[config.mk]
export PLATFORM = sky130hd
export DESIGN_NAME = scoreboard_ctrl
export DESIGN_NICKNAME = d
export VERILOG_FILES = /design/src/rtl/scoreboard_ctrl.sv
export SDC_FILE = /design/constraint.sdc
export NUM_CORES = 1
export LEC_CHECK = 0
export BUFFER_PORTS_ARGS = -buffer_cell sky130_fd_sc_hd__buf_4
export CAP_MARGIN = 0
export CORE_AREA = 2 2 204 206
export DETAILED_ROUTE_END_ITERATION = 8
export DIE_AREA = 0 0 206 208
export PLACE_DENSITY_LB_ADDON = 0.12
export SLEW_MARGIN = 20
export SYNTH_ARGS = -nofsm -noshare
export SYNTH_HDL_FRONTEND = slang
export SYNTH_SLANG_ARGS = --single-unit
[constraint.sdc]
create_clock -name clk -period 7.7 [get_ports clk]
set_input_delay 1.54 -clock clk [delete_from_list [all_inputs] [get_ports clk]]
set_output_delay 1.54 -clock clk [all_outputs]
set_load 0.01 [all_outputs]
[src/rtl/scoreboard_ctrl.sv]
// Issue-stage scoreboard: per-register, hi/lo and divider latency countdowns, stall generation.
// Combinational stall/accept; counters update one edge after issue. Define SCOREBOARD_FWD_EN for bypass-aware RAW rule.
// Backpressure: stall holds the issue stage until RAW, WAW and divider hazards clear.
module scoreboard_ctrl #(
    parameter int NUM_REGS = 32,
    parameter int LAT_W    = 6,
    localparam int IW      = $clog2(NUM_REGS)
) (
    input  logic                clk,
    input  logic                rst,
    input  logic                issue_valid,
    input  logic [IW-1:0]       rs,
    input  logic [IW-1:0]       rt,
    input  logic                rf_rena1,
    input  logic                rf_rena2,
    input  logic                rf_wena,
    input  logic [IW-1:0]       rd,
    input  logic [LAT_W-1:0]    issue_lat,
    input  logic                hilo_wena,
    input  logic                hilo_rena,
    input  logic                div_start,
    input  logic                flush,
    output logic                stall,
    output logic                issue_accept,
    output logic [NUM_REGS-1:0] reg_busy,
    output logic                hilo_busy,
    output logic                div_busy
);

    logic [LAT_W-1:0] cnt [NUM_REGS];
    logic [LAT_W-1:0] hilo_cnt;
    logic [LAT_W-1:0] div_cnt;

    logic raw_haz;
    logic waw_haz;
    logic struct_haz;
    logic load_rd;

    // With forwarding, a producer in its final cycle is bypassed and does not block readers.
    function automatic logic hazard(input logic [LAT_W-1:0] c);
`ifdef SCOREBOARD_FWD_EN
        return c > LAT_W'(1);
`else
        return c != '0;
`endif
    endfunction

    always_comb begin
        raw_haz    = (rf_rena1 && hazard(cnt[rs]))
                   || (rf_rena2 && hazard(cnt[rt]))
                   || (hilo_rena && hazard(hilo_cnt));
        waw_haz    = (rf_wena && (rd != '0) && (cnt[rd] > LAT_W'(1)))
                   || (hilo_wena && (hilo_cnt > LAT_W'(1)));
        struct_haz = div_start && (div_cnt != '0);
    end

    assign stall        = issue_valid && (raw_haz || waw_haz || struct_haz);
    assign issue_accept = issue_valid && !stall && !flush;
    assign load_rd      = issue_accept && rf_wena && (rd != '0) && (issue_lat != '0);

    always_comb begin
        reg_busy = '0;
        for (int i = 1; i < NUM_REGS; i++) begin
            reg_busy[i] = cnt[i] != '0;
        end
    end

    assign hilo_busy = hilo_cnt != '0;
    assign div_busy  = div_cnt != '0;

    always_ff @(posedge clk or posedge rst) begin
        if (rst) begin
            for (int i = 0; i < NUM_REGS; i++) begin
                cnt[i] <= '0;
            end
            hilo_cnt <= '0;
            div_cnt  <= '0;
        end else begin
            cnt[0] <= '0;
            // A load on a register with count 1 replaces the final decrement in the same edge.
            for (int i = 1; i < NUM_REGS; i++) begin
                if (load_rd && (rd == IW'(i))) begin
                    cnt[i] <= issue_lat;
                end else if (cnt[i] != '0) begin
                    cnt[i] <= cnt[i] - LAT_W'(1);
                end
            end

            if (issue_accept && hilo_wena) begin
                hilo_cnt <= issue_lat;
            end else if (hilo_cnt != '0) begin
                hilo_cnt <= hilo_cnt - LAT_W'(1);
            end

            if (issue_accept && div_start) begin
                div_cnt <= issue_lat;
            end else if (div_cnt != '0) begin
                div_cnt <= div_cnt - LAT_W'(1);
            end
        end
    end

endmodule

# [Word-level counts from Yosys, hierarchy flattened]
# Cells that the tools add are included.
[op_classes] shift=0 n_bitwise=3 reduce_logical=123 order_cmp=5 add_sub_neg=33 eq_ne=31 muxes=75 n_div=0 mul=0
[ops] operator="two-way mux 6 bit" n=72
[ops] operator="nonzero test 6 bit" n=36
[ops] operator="subtractor 6 x 1 -> 6 bit, second input constant" n=33
[ops] operator="binary-select mux 6 bit (select 5 bit)" n=3
[ops] operator="equality test 5 bit, second input constant" n=16
[ops] operator="nonzero test 2 bit" n=33
[ops] operator="logical AND 1 bit" n=46
[ops] operator="equality test 5 x 4 -> 1 bit, second input constant" n=8
[ops] operator="equality test 5 x 3 -> 1 bit, second input constant" n=4
[ops] operator=">= comparator 6 bit, second input constant" n=3
[ops] operator="NOT 5 -> 6 bit" n=3
[ops] operator="> comparator 6 x 1 -> 1 bit, second input constant" n=2
[ops] operator="equality test 5 x 2 -> 1 bit, second input constant" n=2
[ops] operator="equality test 5 x 1 -> 1 bit, second input constant" n=1
[ops] operator="logical OR 1 bit" n=5
[ops] operator="nonzero test 5 bit" n=1
[ops] operator="logical NOT 1 bit" n=2
[word_totals] word_cells=303 regBits=198 in_bits=31 latchBits=0 romBits=0 ram_bits=0 mem_count=0 out_inout_bits=36

# [Depth between registers and ports, before layout]
# Gate-level depths: netlist (run 1).
[logic_depth] word_depth=19 mapped_depth=12 depth_no_buf=8

# [Worst setup path before layout (run 1)]
# No wires, ideal clock.
[synth_timing] path_type="input port to output port" from="input port rd[1]" to="output port stall" arrival_time_ns=3.618 t_required_ns=6.160 stages=11 setup_slack_ns=2.542 path_cell_list="clkbuf_1 -> clkbuf_1 -> clkbuf_1 -> o221ai_1 -> o311a_1 -> o21ai_0 -> nand4b_1 -> a22oi_4 -> buf_4 -> nand2_1 -> and2_1"
[synth_between] elab_chain_cells=10
[synth_lines] element="from (decl)" line_no="17" source="input logic [IW-1:0] rd,"
[synth_lines] element="NOT 5 -> 6 bit (not written as such)" line_no="52" source="waw_haz = (rf_wena && (rd != '0) && (cnt[rd] > LAT_W'(1)))"
[synth_lines] element="binary-select mux 6 bit (select 5 bit)" line_no="52"
[synth_lines] element="two-way mux 6 bit (not written as such) (2 in a row)" line_no="52"
[synth_lines] element="> comparator 6 x 1 -> 1 bit" line_no="52"
[synth_lines] element="logical AND 1 bit (*)" line_no="52"
[synth_lines] element="logical OR 1 bit (*)" line_no="53" source="|| (hilo_wena && (hilo_cnt > LAT_W'(1)));"
[synth_lines] element="logical OR 1 bit (*) (2 in a row)" line_no="57" source="assign stall = issue_valid && (raw_haz || waw_haz || struct_haz);"
[synth_lines] element="logical AND 1 bit (*)" line_no="57"
[synth_lines] element="to (decl)" line_no="23" source="output logic stall,"
# Every way passes the cells marked *; elsewhere a longest branch is shown, timed or not. The select of a mux whose other input is x is not followed.

# [Worst setup path in the final report (run 1)]
[layout_timing] from="input port rs[1]" to="output port stall"
[layout_between] elab_chain_cells=11
[layout_lines] element="from (decl)" line_no="12" source="input logic [IW-1:0] rs,"
[layout_lines] element="NOT 5 -> 6 bit (not written as such)" line_no="49" source="raw_haz = (rf_rena1 && hazard(cnt[rs]))"
[layout_lines] element="binary-select mux 6 bit (select 5 bit)" line_no="49"
[layout_lines] element="two-way mux 6 bit (not written as such) (2 in a row)" line_no="49"
[layout_lines] element="nonzero test 6 bit" line_no="44" source="return c != '0;"
[layout_lines] element="logical AND 1 bit" line_no="49"
[layout_lines] element="logical OR 1 bit" line_no="50" source="|| (rf_rena2 && hazard(cnt[rt]))"
[layout_lines] element="logical OR 1 bit" line_no="51" source="|| (hilo_rena && hazard(hilo_cnt));"
[layout_lines] element="logical OR 1 bit (2 in a row)" line_no="57"
[layout_lines] element="logical AND 1 bit" line_no="57"
# Every way passes these cells. The select of a mux whose other input is x is not followed.

==> results of run 1 <==
-- metal layers --
metal | routed length, microns | part of all wire [%]
met2 | 21540 | 46
met3 | 1845 | 4.0
met4 | 1110 | 2.4
met1 | 21940 | 47
met5 | 0 | 0
-- area by class of cell --
cell class                 count  area (sq um)  share of cell area [%]
inverter                      92         352.8                   2.378
clock inverter                 9         96.34                  0.6493
multi-input combinational   1124          7769                   52.36
clock buffer                  20         456.7                   3.078
timing repair buffer          72         540.5                   3.643
antenna                        1         2.502                 0.01686
sequential                   198          4955                   33.39
tap                          532         665.6                   4.486
-- cell families (layout without fill, tap and decap cells) --
family,Yosys count,in the layout,synth area share [%]
adder cells (fa/ha/maj),34,34,3.195
multiplexers,175,175,15.02
other,1,2,0.02816
XOR/XNOR,69,69,4.538
AND/OR/NAND/NOR,544,544,20.61
flip-flops,198,198,37.21
buffers and inverters,150,193,4.501
AO/OA/AOI/OAI,301,301,14.89
-- cell usage after synthesis (4+ instances only) --
cell type / number
buf_4: 9
o311ai_0: 4
o22ai_1: 5
inv_1: 88
mux2_1: 5
nor4_1: 22
nor3b_1: 25
o211ai_1: 4
nand2b_1: 14
nor2_1: 164
o221ai_1: 4
dfrtp_1: 198
o31a_1: 4
a21boi_0: 18
xnor2_1: 39
nand4_1: 21
or2_2: 8
a211oi_1: 5
ha_1: 34
mux4_2: 11
nor2b_1: 18
nor4b_1: 5
a21oi_1: 89
mux2_2: 84
o31ai_1: 53
clkinv_1: 4
o21ai_0: 51
or3_1: 18
clkbuf_1: 47
a31oi_1: 15
nor3_1: 69
or4_1: 21
nand2_1: 107
nand3_1: 28
a41oi_1: 4
o32ai_1: 4
xor2_1: 30
a32oi_1: 6
and3_1: 6
mux2i_1: 75
a311oi_1: 5
-- cells in the final DEF, fill, tap and decap left out, types with 5 or more instances in the layout --
| master | count |
|---|---|
| nor4b_1 | 5 |
| a21oi_1 | 89 |
| mux2i_1 | 75 |
| a31oi_1 | 15 |
| a21boi_0 | 18 |
| or3_1 | 18 |
| nor3b_1 | 25 |
| o22ai_1 | 5 |
| nor2_1 | 164 |
| mux2_2 | 84 |
| clkbuf_16 | 17 |
| nor4_1 | 22 |
| nand2_1 | 107 |
| nor2b_1 | 18 |
| nor3_1 | 69 |
| or2_2 | 8 |
| a32oi_1 | 6 |
| buf_4 | 72 |
| o21ai_0 | 51 |
| xnor2_1 | 39 |
| nand2b_1 | 14 |
| xor2_1 | 30 |
| o31ai_1 | 53 |
| mux4_2 | 11 |
| ha_1 | 34 |
| inv_1 | 87 |
| a211oi_1 | 5 |
| a311oi_1 | 5 |
| mux2_1 | 5 |
| nand3_1 | 28 |
| and3_1 | 6 |
| or4_1 | 21 |
| nand4_1 | 21 |
| dfrtp_1 | 198 |
-- power by group through the flow --
stage,sequential (mW),clock (mW),combinational (mW)
after floorplan,2.02,0,2.02
after global routing,2.32,0.972,2.91
after CTS,2.21,0.930,2.56
after detailed placement,2.22,0,2.55
final,2.22,0.906,2.55
after global placement,2.23,0,2.51
-- flip-flops by register name, summed over array words and instances, names as in the netlist --
name      count
cnt         186
div_cnt       6
hilo_cnt      6
-- stage by stage --
| stage | hold slack [ps] | total power [mW] | instances |
|---|---|---|---|
| after floorplan | 482.6 | 4.047 | 1472 |
| after global placement | 520.3 | 4.745 | 2018 |
| after detailed placement | 527.8 | 4.775 | 2018 |
| after CTS | 543.8 | 5.703 | 2047 |
| after global routing | 595.8 | 6.205 | 2047 |
| final | 547.6 | 5.680 | 2048 |
-- worst paths after layout --
path                            depth (start not counted)          to     from  slack (ps)
worst min register to register                          2      cnt[4]   cnt[4]         550
worst min-delay path                                    2      cnt[4]   cnt[4]         550
worst max register to register                          9     cnt[58]  cnt[56]        3540
max in group asynchronous                               3     cnt[67]      rst        5120
min in group asynchronous                               2  div_cnt[0]      rst        1200
worst max-delay path                                   10       stall    rs[1]        1720
-- tightest hold or removal path, stage by stage, from the launching register on --
cell,delay (ps)
dfrtp_1,380
a21oi_1,70
o21ai_0,60
==> flow_summary.toml, run 1 <==
[synthesis]
post_synth_main_area_contributors = "dfrtp_1 (37%), mux2_2 (7.1%), mux2i_1 (5.6%)"
yosys.area.top_type = "dfrtp_1"
synthesis.area_per_instance_sq_um = 9.047
netlist_area_sq_um = 13320
synth.top_cell.area_share_pct = 37.21
yosysWarningCount = 0
yosysSeqAreaShare_pct = 37.21
unique_masters_post_synth = 73
synth-seq-cells = 198
postSynthCellCount = 1472
async_flop_share_pct = 100.0
synth_fp_nets = 1537
ys_dominant_reg_cell = "dfrtp_1"
synth-edff-count = 0

[clocking]
numClockSinks = 198
post_cts_buffers = 0
cts.path.max_buffers = 2
number_of_buffers_inserted_for_hold_repair_after_clock_tree_synthesis = 0
clk_pin_slew_ps = 80
cts-root-buf = "clkbuf_16"
postCtsResizedCells = 0
clk_latency_ps = 460
cts_tree = "yes"
inserted_clock_buffers = 17
htreeDepth = 4

[pwr]
pwr-share-seq_pct = 39.2
static-leakage-power_nw = 6.423
power.density_nw_per_um2 = 382.8
p_sw_share_pct = 42.35
ir_drop_mv = 0.1577
intPower_mw = 3.274
p_comb_share_pct = 44.9
power.net_switching_mw = 2.406
share_clk_of_total_power_pct = 16.0

[worst_setup_path]
critical_path_buf_inv_count = 3
timing.critical_path.cells = "buf_4, clkinv_1, a41oi_1, a221oi_1, a2111oi_0, o311ai_1, nor2b_1, nand2_1, and2_1, buf_4"
critical_path_required_ps = 6160
worst_path_arrival_time_ps = 4440
crit_family = "compound AO/OA/AOI/OAI gates"
cp_max_fo = 28
critical-path-top-cell-by-count = "buf_4"
critical_path.endpoint_type = "primary output"
critPathLaunchType = "primary input"
timing.critical_path.slowest_stage_cell = "a2111oi_0"
worst_path_largest_cell_delay_ps = 770
timing.setup.critical_path_class = "in -> out"

[routing]
drt_pre_antenna_iters = 5
routedWlPerCell_microns = 22.67
detailedRoute.firstIterationViolations = 1034
viasPerCell = 5.651
drc_errors = 0
num_vias = 11570
drt_wl_total_microns = 46430
final_antenna_net_count = 0

[global_route]
antenna_found_initial = 0
grtUsageMet2_pct = 35.08
grt.total_usage_pct = 22.22
grt_busiest_layer = "met2"
total_congestion_overflow_after_global_routing = 0
global_route.usage.met3_pct = 3.055
grt_pass1_vias = 11300
grt_max_degree = 99
met1_usage_pct = 31.45
grt_pass1_wl_microns = 71810

[sta]
fin_setup_tns_ps = 0
fin_crit_sh_pct = 77.67
worst_clock_skew_ps = 16.83
slew_violations = 0
setup_viol = 0
achievable_clock_frequency_mhz = 167.2
post-route-min-period_ps = 5981
post-route-worst-setup-slack_ps = 1719
timing.final.hold_violations = 0
max_slew.worst_pin.slew_ps = 1101
rsz0062_at_grt = "false"
slew_headroom_pct = 26.53

[final_layout]
fillers = 4240
flow.area_growth_from_synthesis_pct = 11.43
finish.utilization_pct = 36.59
fin_nets = 1570
drive_above_1_share_pct = 14.26
final_area_sq_um = 14840

[floorplan]
die-width_microns = 206
num_rows = 74
top_level_ports = 67
initial_core_util_pct = 32.84
core_region_area_sq_um = 40550
die_area_sq_um = 42850
die_h_microns = 208

[placed_design]
hpwl_dp_microns = 32850
gp_congestion = 0.8640
port-buffer-count = 65
dp_worst_setup_slack_ps = 1801
postPlaceCellArea_sq_um = 14280

[worst_hold_path]
holdCritPathClass = "reg -> reg"

[job]
maxCapViolCount = 0

[outcome]
run_status = "finished clean"
No activity file was read; power rests on OpenSTA's default activity.
==> run 2: changes to the inputs <==
ABC_AREA = 1   (was not set)
CORE_AREA = 2 2 220 222   (was 2 2 204 206)
DIE_AREA = 0 0 222 224   (was 0 0 206 208)
clock period = 5.9 ns   (was 7.7 ns; I/O delays follow)
==> run 2 against run 1 <==
  * Sequential cell count stayed put
  * Design area is 16% higher
  * Worst hold slack worse by 28 ps
  * Largest cell class unchanged
  * First-iteration DRC count is 23% higher
  * Sequential power is 28% higher
  * Total power is 48% higher
  * Critical path type unchanged
  * Setup slack worse by 990 ps
  * Synthesized cell count is 65% higher
  * Largest power group unchanged
==> flow_summary.toml, run 2 <==
[routing]
drc_errors = 0
drt_wl_total_microns = 61270
final_antenna_net_count = 0
routedWlPerCell_microns = 19.83
drt_pre_antenna_iters = 5
detailedRoute.firstIterationViolations = 1272
viasPerCell = 5.178
num_vias = 16000

[synthesis]
synth_fp_nets = 2489
unique_masters_post_synth = 37
postSynthCellCount = 2424
yosysSeqAreaShare_pct = 31.95
synth-edff-count = 0
async_flop_share_pct = 100.0
synth-compound-area-share_pct = 9.029
synthesis.area_per_instance_sq_um = 6.397
synth-xor-area-share_pct = 4.293
synth-simple-area-share_pct = 41.21
arithmetic_cell_share_of_the_synthesized_area_counting_full_adders_half_adders_and_majority_gates_pct = 2.743
yosys.area.top_type = "dfrtp_1"
synth.top_cell.area_share_pct = 31.95
yosysWarningCount = 0
ys_dominant_reg_cell = "dfrtp_1"
most_common_cell_in_the_netlist = "nand2_1"
post_synth_main_area_contributors = "dfrtp_1 (32%), nand2_1 (17%), nand3_1 (9.9%)"
synth.mux.area_fraction_pct = 0
combinational_family_with_the_most_area_after_synthesis = "simple AND/OR/NAND/NOR gates"
synth_top_cells_by_count = "nand2_1 (687), inv_1 (348), nand3_1 (307)"
netlist_area_sq_um = 15510
synth-seq-cells = 198

[worst_setup_path]
critical_path_required_ps = 4720
critPathLaunchType = "primary input"
crit_family = "simple AND/OR/NAND/NOR gates"
timing.setup.critical_path_class = "in -> out"
timing.critical_path.slowest_stage_cell = "nor2_1"
cp_max_fo = 33
critical-path-top-cell-by-count = "nor2_1"
timing.critical_path.cells = "buf_4, inv_2, nor2_1, o21ai_0, a21oi_1, nor2_1, nand2_1, nor2_1, nand2_1, nand2_1, nor2_1, nor2_1, nand4_1, inv_1, buf_4"
critical_path_buf_inv_count = 4
worst_path_arrival_time_ps = 3990
worst_path_largest_cell_delay_ps = 740
critical_path.endpoint_type = "primary output"

[sta]
timing.final.hold_violations = 0
achievable_clock_frequency_mhz = 193.3
slew_violations = 0
worst_clock_skew_ps = 15.16
setup_viol = 0
post-route-worst-setup-slack_ps = 725.5
slew_headroom_pct = 27.08
fin_setup_tns_ps = 0
max_slew.worst_pin.slew_ps = 1085
fin_crit_sh_pct = 87.70
post-route-min-period_ps = 5175
rsz0062_at_grt = "false"

[floorplan]
die_area_sq_um = 49730
initial_core_util_pct = 32.75
top_level_ports = 67
core_region_area_sq_um = 47350
die-width_microns = 222
die_h_microns = 224
num_rows = 80

[global_route]
antenna_found_initial = 1
grt.total_usage_pct = 24.97
total_congestion_overflow_after_global_routing = 0
grt_max_degree = 113
grt_pass1_wl_microns = 94010
grt_pass1_vias = 15220

[pwr]
total_power_mw = 8.434
power.density_nw_per_um2 = 488.1
ir_drop_mv = 0.2152
static-leakage-power_nw = 8.863

[final_layout]
top_register = "cnt"
largest_reg_flops = 186
layout_commonest_cell = "nand2_1"
drive_above_1_share_pct = 8.364
n_antenna_cell = 0
largestRegisters = "cnt x186, div_cnt x6, hilo_cnt x6"
flow.area_growth_from_synthesis_pct = 11.43
commonest_cells_after_routing_fill_and_taps_aside = "nand2_1 (687), inv_1 (345), nand3_1 (307)"
fin_nets = 2527

[clocking]
cts_tree = "yes"
htreeDepth = 4
inserted_clock_buffers = 17
cts.path.max_buffers = 2
clk_pin_slew_ps = 80
cts-root-buf = "clkbuf_16"
post_cts_buffers = 0
postCtsResizedCells = 0
clk_latency_ps = 510
number_of_buffers_inserted_for_hold_repair_after_clock_tree_synthesis = 0
numClockSinks = 198

[worst_hold_path]
holdCritPathClass = "reg -> reg"

[placed_design]
dp_worst_setup_slack_ps = 837.5
port-buffer-count = 65
hpwl_dp_microns = 43210
gp_congestion = 0.9299

[job]
maxCapViolCount = 0

[outcome]
run_status = "finished clean"
## run 2: cell types whose count changed after synthesis, moves of 78 or more
cell     before  now
nand2_1     107  687
inv_1        88  348
nand3_1      28  307
o21ai_0      51  129
mux2_2       84    0
nor2_1      164  291
## run 2: final timing paths
kind / end / slack [ps] / start / cells past startpoint
worst min register to register: cnt[181] / 520 / cnt[181] / 2
worst min-delay path: cnt[181] / 520 / cnt[181] / 2
worst max-delay path: issue_accept / 730 / rd[1] / 15
worst max register to register: cnt[127] / 2460 / hilo_cnt[0] / 16
max in group asynchronous: cnt[68] / 3790 / rst / 3
min in group asynchronous: cnt[33] / 810 / rst / 2
## run 2: final cells by class
class	instances	area (sq um)
clock buffers	19	452.9
clock inverters	13	131.4
fillers	5180	30070
inverters	359	1351
multi-input cells	1800	8922
flip-flops and latches	198	4955
well taps	615	769.5
repair buffers	86	695.7
## run 2: metrics by stage
step                cells  hold WS [ps]  cell area, sq um  util (%)
finish               3090         519.7             17280     36.49
detailed placement   3058         504.1             16690     35.25
global placement     3058         499.0             16670     35.21
CTS                  3090         524.7             17270     36.48
floorplan            2424         475.5             15510         -
global route         3090         548.7             17280     36.49
## run 2: where the power goes
group,switching (mW),internal [mW]
sequential,0.787,2.06
combinational,2.63,1.72
clock,0.629,0.616
## run 2: cell families after synthesis
group,after synthesis
and+or+nand+nor,1425
DFF,198
other,1
adders and majority gates,34
buffers and inverters,426
AOI/OAI and AO/OA,264
xor gates and xnor gates,76
## run 2: per-layer routing
layer	wire [microns]	global-route usage, %	vias to the layer above
li1	-	-	7777
met1	28200	33.58	7653
met2	27750	39.92	467
met3	3370	4.092	102
met4	1929	10.18	2
met5	14	0	-
## run 2: worst register-to-register path, cell delays in order (launching register included)
cell,delay [ps]
dfrtp_1,420
inv_1,120
ha_1,210
inv_1,50
nor2_1,160
inv_1,80
nor2_1,290
inv_1,170
nand2_1,100
nand3_1,190
nor2_1,150
nand4_1,230
nor2_4,530
buf_12,350
nand3_1,160
nand2_1,100
nand2_1,50
==> run 3: changes to the inputs <==
CORE_AREA = 2 2 200 202   (was 2 2 220 222)
DIE_AREA = 0 0 202 204   (was 0 0 222 224)
==> run 3 against run 2 <==
  * Sequential power hardly changed
  * Non-clock buffer count shrank 3
  * Register-to-register slack about the same
  * Critical path depth is the same
  * Final cell count decreased by 3.0%
  * Utilization up 7.1 points
  * Critical endpoint unchanged
  * Largest cell class unchanged
==> flow_summary.toml, run 3 (same netlist as run 2, synthesis figures left out) <==
[worst_hold_path]
hold_path_start = "cnt[181]"
whs_path_depth = 2
holdCritPathClass = "reg -> reg"
timing.hold.worst_endpoint = "cnt[181]"

[worst_setup_path]
regToRegSetupSlack_ps = 2460
critical_path_required_ps = 4720
timing.critical_path.slowest_stage_cell = "nor2_1"
cp_num_cells = 15
timing.setup.critical_path_class = "in -> out"
critical-path-top-cell-by-count = "nor2_1"
timing.critical_path.cells = "buf_4, inv_2, nor2_1, o21ai_0, nand2_1, nor2_1, a21oi_1, nor2_1, nand2_1, nand2_1, nor2_1, nor2_1, nand4_1, inv_1, buf_4"
worst_path_largest_cell_delay_ps = 810
worst_path_arrival_time_ps = 4080
critical_path_buf_inv_count = 4
cp_max_fo = 31
regToRegStartpoint = "hilo_cnt[0]"
critPathLaunchType = "primary input"
worst_r2r_path_depth = 16
critical_path.endpoint_type = "primary output"
worst_r2r_endpoint = "cnt[41]"
crit_family = "simple AND/OR/NAND/NOR gates"

[global_route]
total_congestion_overflow_after_global_routing = 0
grtUsageMet2_pct = 45.30
grt_pass1_wl_microns = 91040
grt_max_degree = 115
antenna_found_initial = 1
grt.total_usage_pct = 29.11
grt_busiest_layer = "met2"
global_route.usage.met3_pct = 4.401
grt_pass1_vias = 15180
met1_usage_pct = 39.91

[clocking]
cts_tree = "yes"
clk_latency_ps = 510
numClockSinks = 198
cts-root-buf = "clkbuf_16"
inserted_clock_buffers = 17
postCtsResizedCells = 0
htreeDepth = 4
clk_pin_slew_ps = 80
post_cts_buffers = 0
number_of_buffers_inserted_for_hold_repair_after_clock_tree_synthesis = 0
cts.path.max_buffers = 2

[floorplan]
die_h_microns = 204
num_rows = 73
die_area_sq_um = 41210
die-width_microns = 202
core_region_area_sq_um = 39180
top_level_ports = 67
initial_core_util_pct = 39.57

[sta]
worst_clock_skew_ps = 10.76
achievable_clock_frequency_mhz = 190.2
fin_setup_tns_ps = 0
post-route-min-period_ps = 5257
max_slew.worst_pin.slew_ps = 1167
slew_headroom_pct = 21.58
setup_viol = 0
rsz0062_at_grt = "false"
timing.final.hold_violations = 0
slew_violations = 0
fin_crit_sh_pct = 89.11

[pwr]
static-leakage-power_nw = 8.835
ir_drop_mv = 0.2128
power.density_nw_per_um2 = 491.2

[final_layout]
drive_above_1_share_pct = 8.050
instances_no_fill = 2998
flow.area_growth_from_synthesis_pct = 10.23
largestRegisters = "cnt x186, div_cnt x6, hilo_cnt x6"
fin_nets = 2524
largest_reg_flops = 186
layout_commonest_cell = "nand2_1"
commonest_cells_after_routing_fill_and_taps_aside = "nand2_1 (687), inv_1 (345), nand3_1 (307)"
top_register = "cnt"

[job]
maxCapViolCount = 0

[placed_design]
post-place-cells = 2965
port-buffer-count = 65
gp_congestion = 0.9693
hpwl_dp_microns = 40560

[routing]
num_vias = 16070
final_antenna_net_count = 0
routedWlPerCell_microns = 19.52
drc_errors = 0
drt_wl_total_microns = 58530
detailedRoute.firstIterationViolations = 1583
viasPerCell = 5.359
drt_pre_antenna_iters = 5

[outcome]
run_status = "finished clean"
[run 3: cell types whose count changed in the layout (fill, tap and decap cells not counted), sizes merged]
cell,change
buf,-3
clkinv,+3
diode,+1
inv,-3
[run 3: how the worst max path moves through the flow]
stage / slack (ps) / to / from
after floorplan: 1970 / stall / rt[1]
after global placement: 950 / issue_accept / rd[0]
after detailed placement: 770 / issue_accept / rd[0]
after CTS: 760 / issue_accept / rd[0]
after global routing: 510 / issue_accept / rd[0]
final: 640 / issue_accept / rd[0]
[run 3: final cells by class]
type	count	area, sq um
fillers	4147	22090
multi-input cells	1800	8902
flip-flops and latches	198	4955
inverters	359	1351
repair buffers	83	660.6
well taps	525	656.9
clock buffers	19	442.9
clock inverters	13	121.4
diodes	1	2.502
[run 3: layer usage]
metal  wire length [microns]  part of all wire [%]  vias up
met2                   26250                    45      610
met4                    2126                   3.6        0
met3                    4257                   7.3      117
met1                   25900                    44     7567
met5                       0                     0        -
li1                        -                     -     7773
[run 3: where the power goes]
group | internal [mW] | switching, mW
clock network | 0.598 | 0.613
registers | 2.06 | 0.801
logic | 1.71 | 2.61
total | 4.37 | 4.03
[run 3: stage by stage]
step	power (mW)	instance area [sq um]	setup WS, ps	hold WS (ps)	util [%]
5_1_grt	9.231	17090	513.7	544.6	43.62
6_report	8.396	17090	642.6	530.4	43.62
2_1_floorplan	5.897	15510	1972	475.5	-
3_3_place_gp	7.070	16520	948.0	494.4	42.16
3_5_place_dp	7.132	16530	769.0	504.6	42.18
4_1_cts	8.374	17090	762.5	527.4	43.62
[run 3: worst min-delay path, delay by kind of cell (launching register included)]
| kind | cells | cell delay, ps |
|---|---|---|
| flops | 1 | 360 |
| simple gates | 2 | 140 |
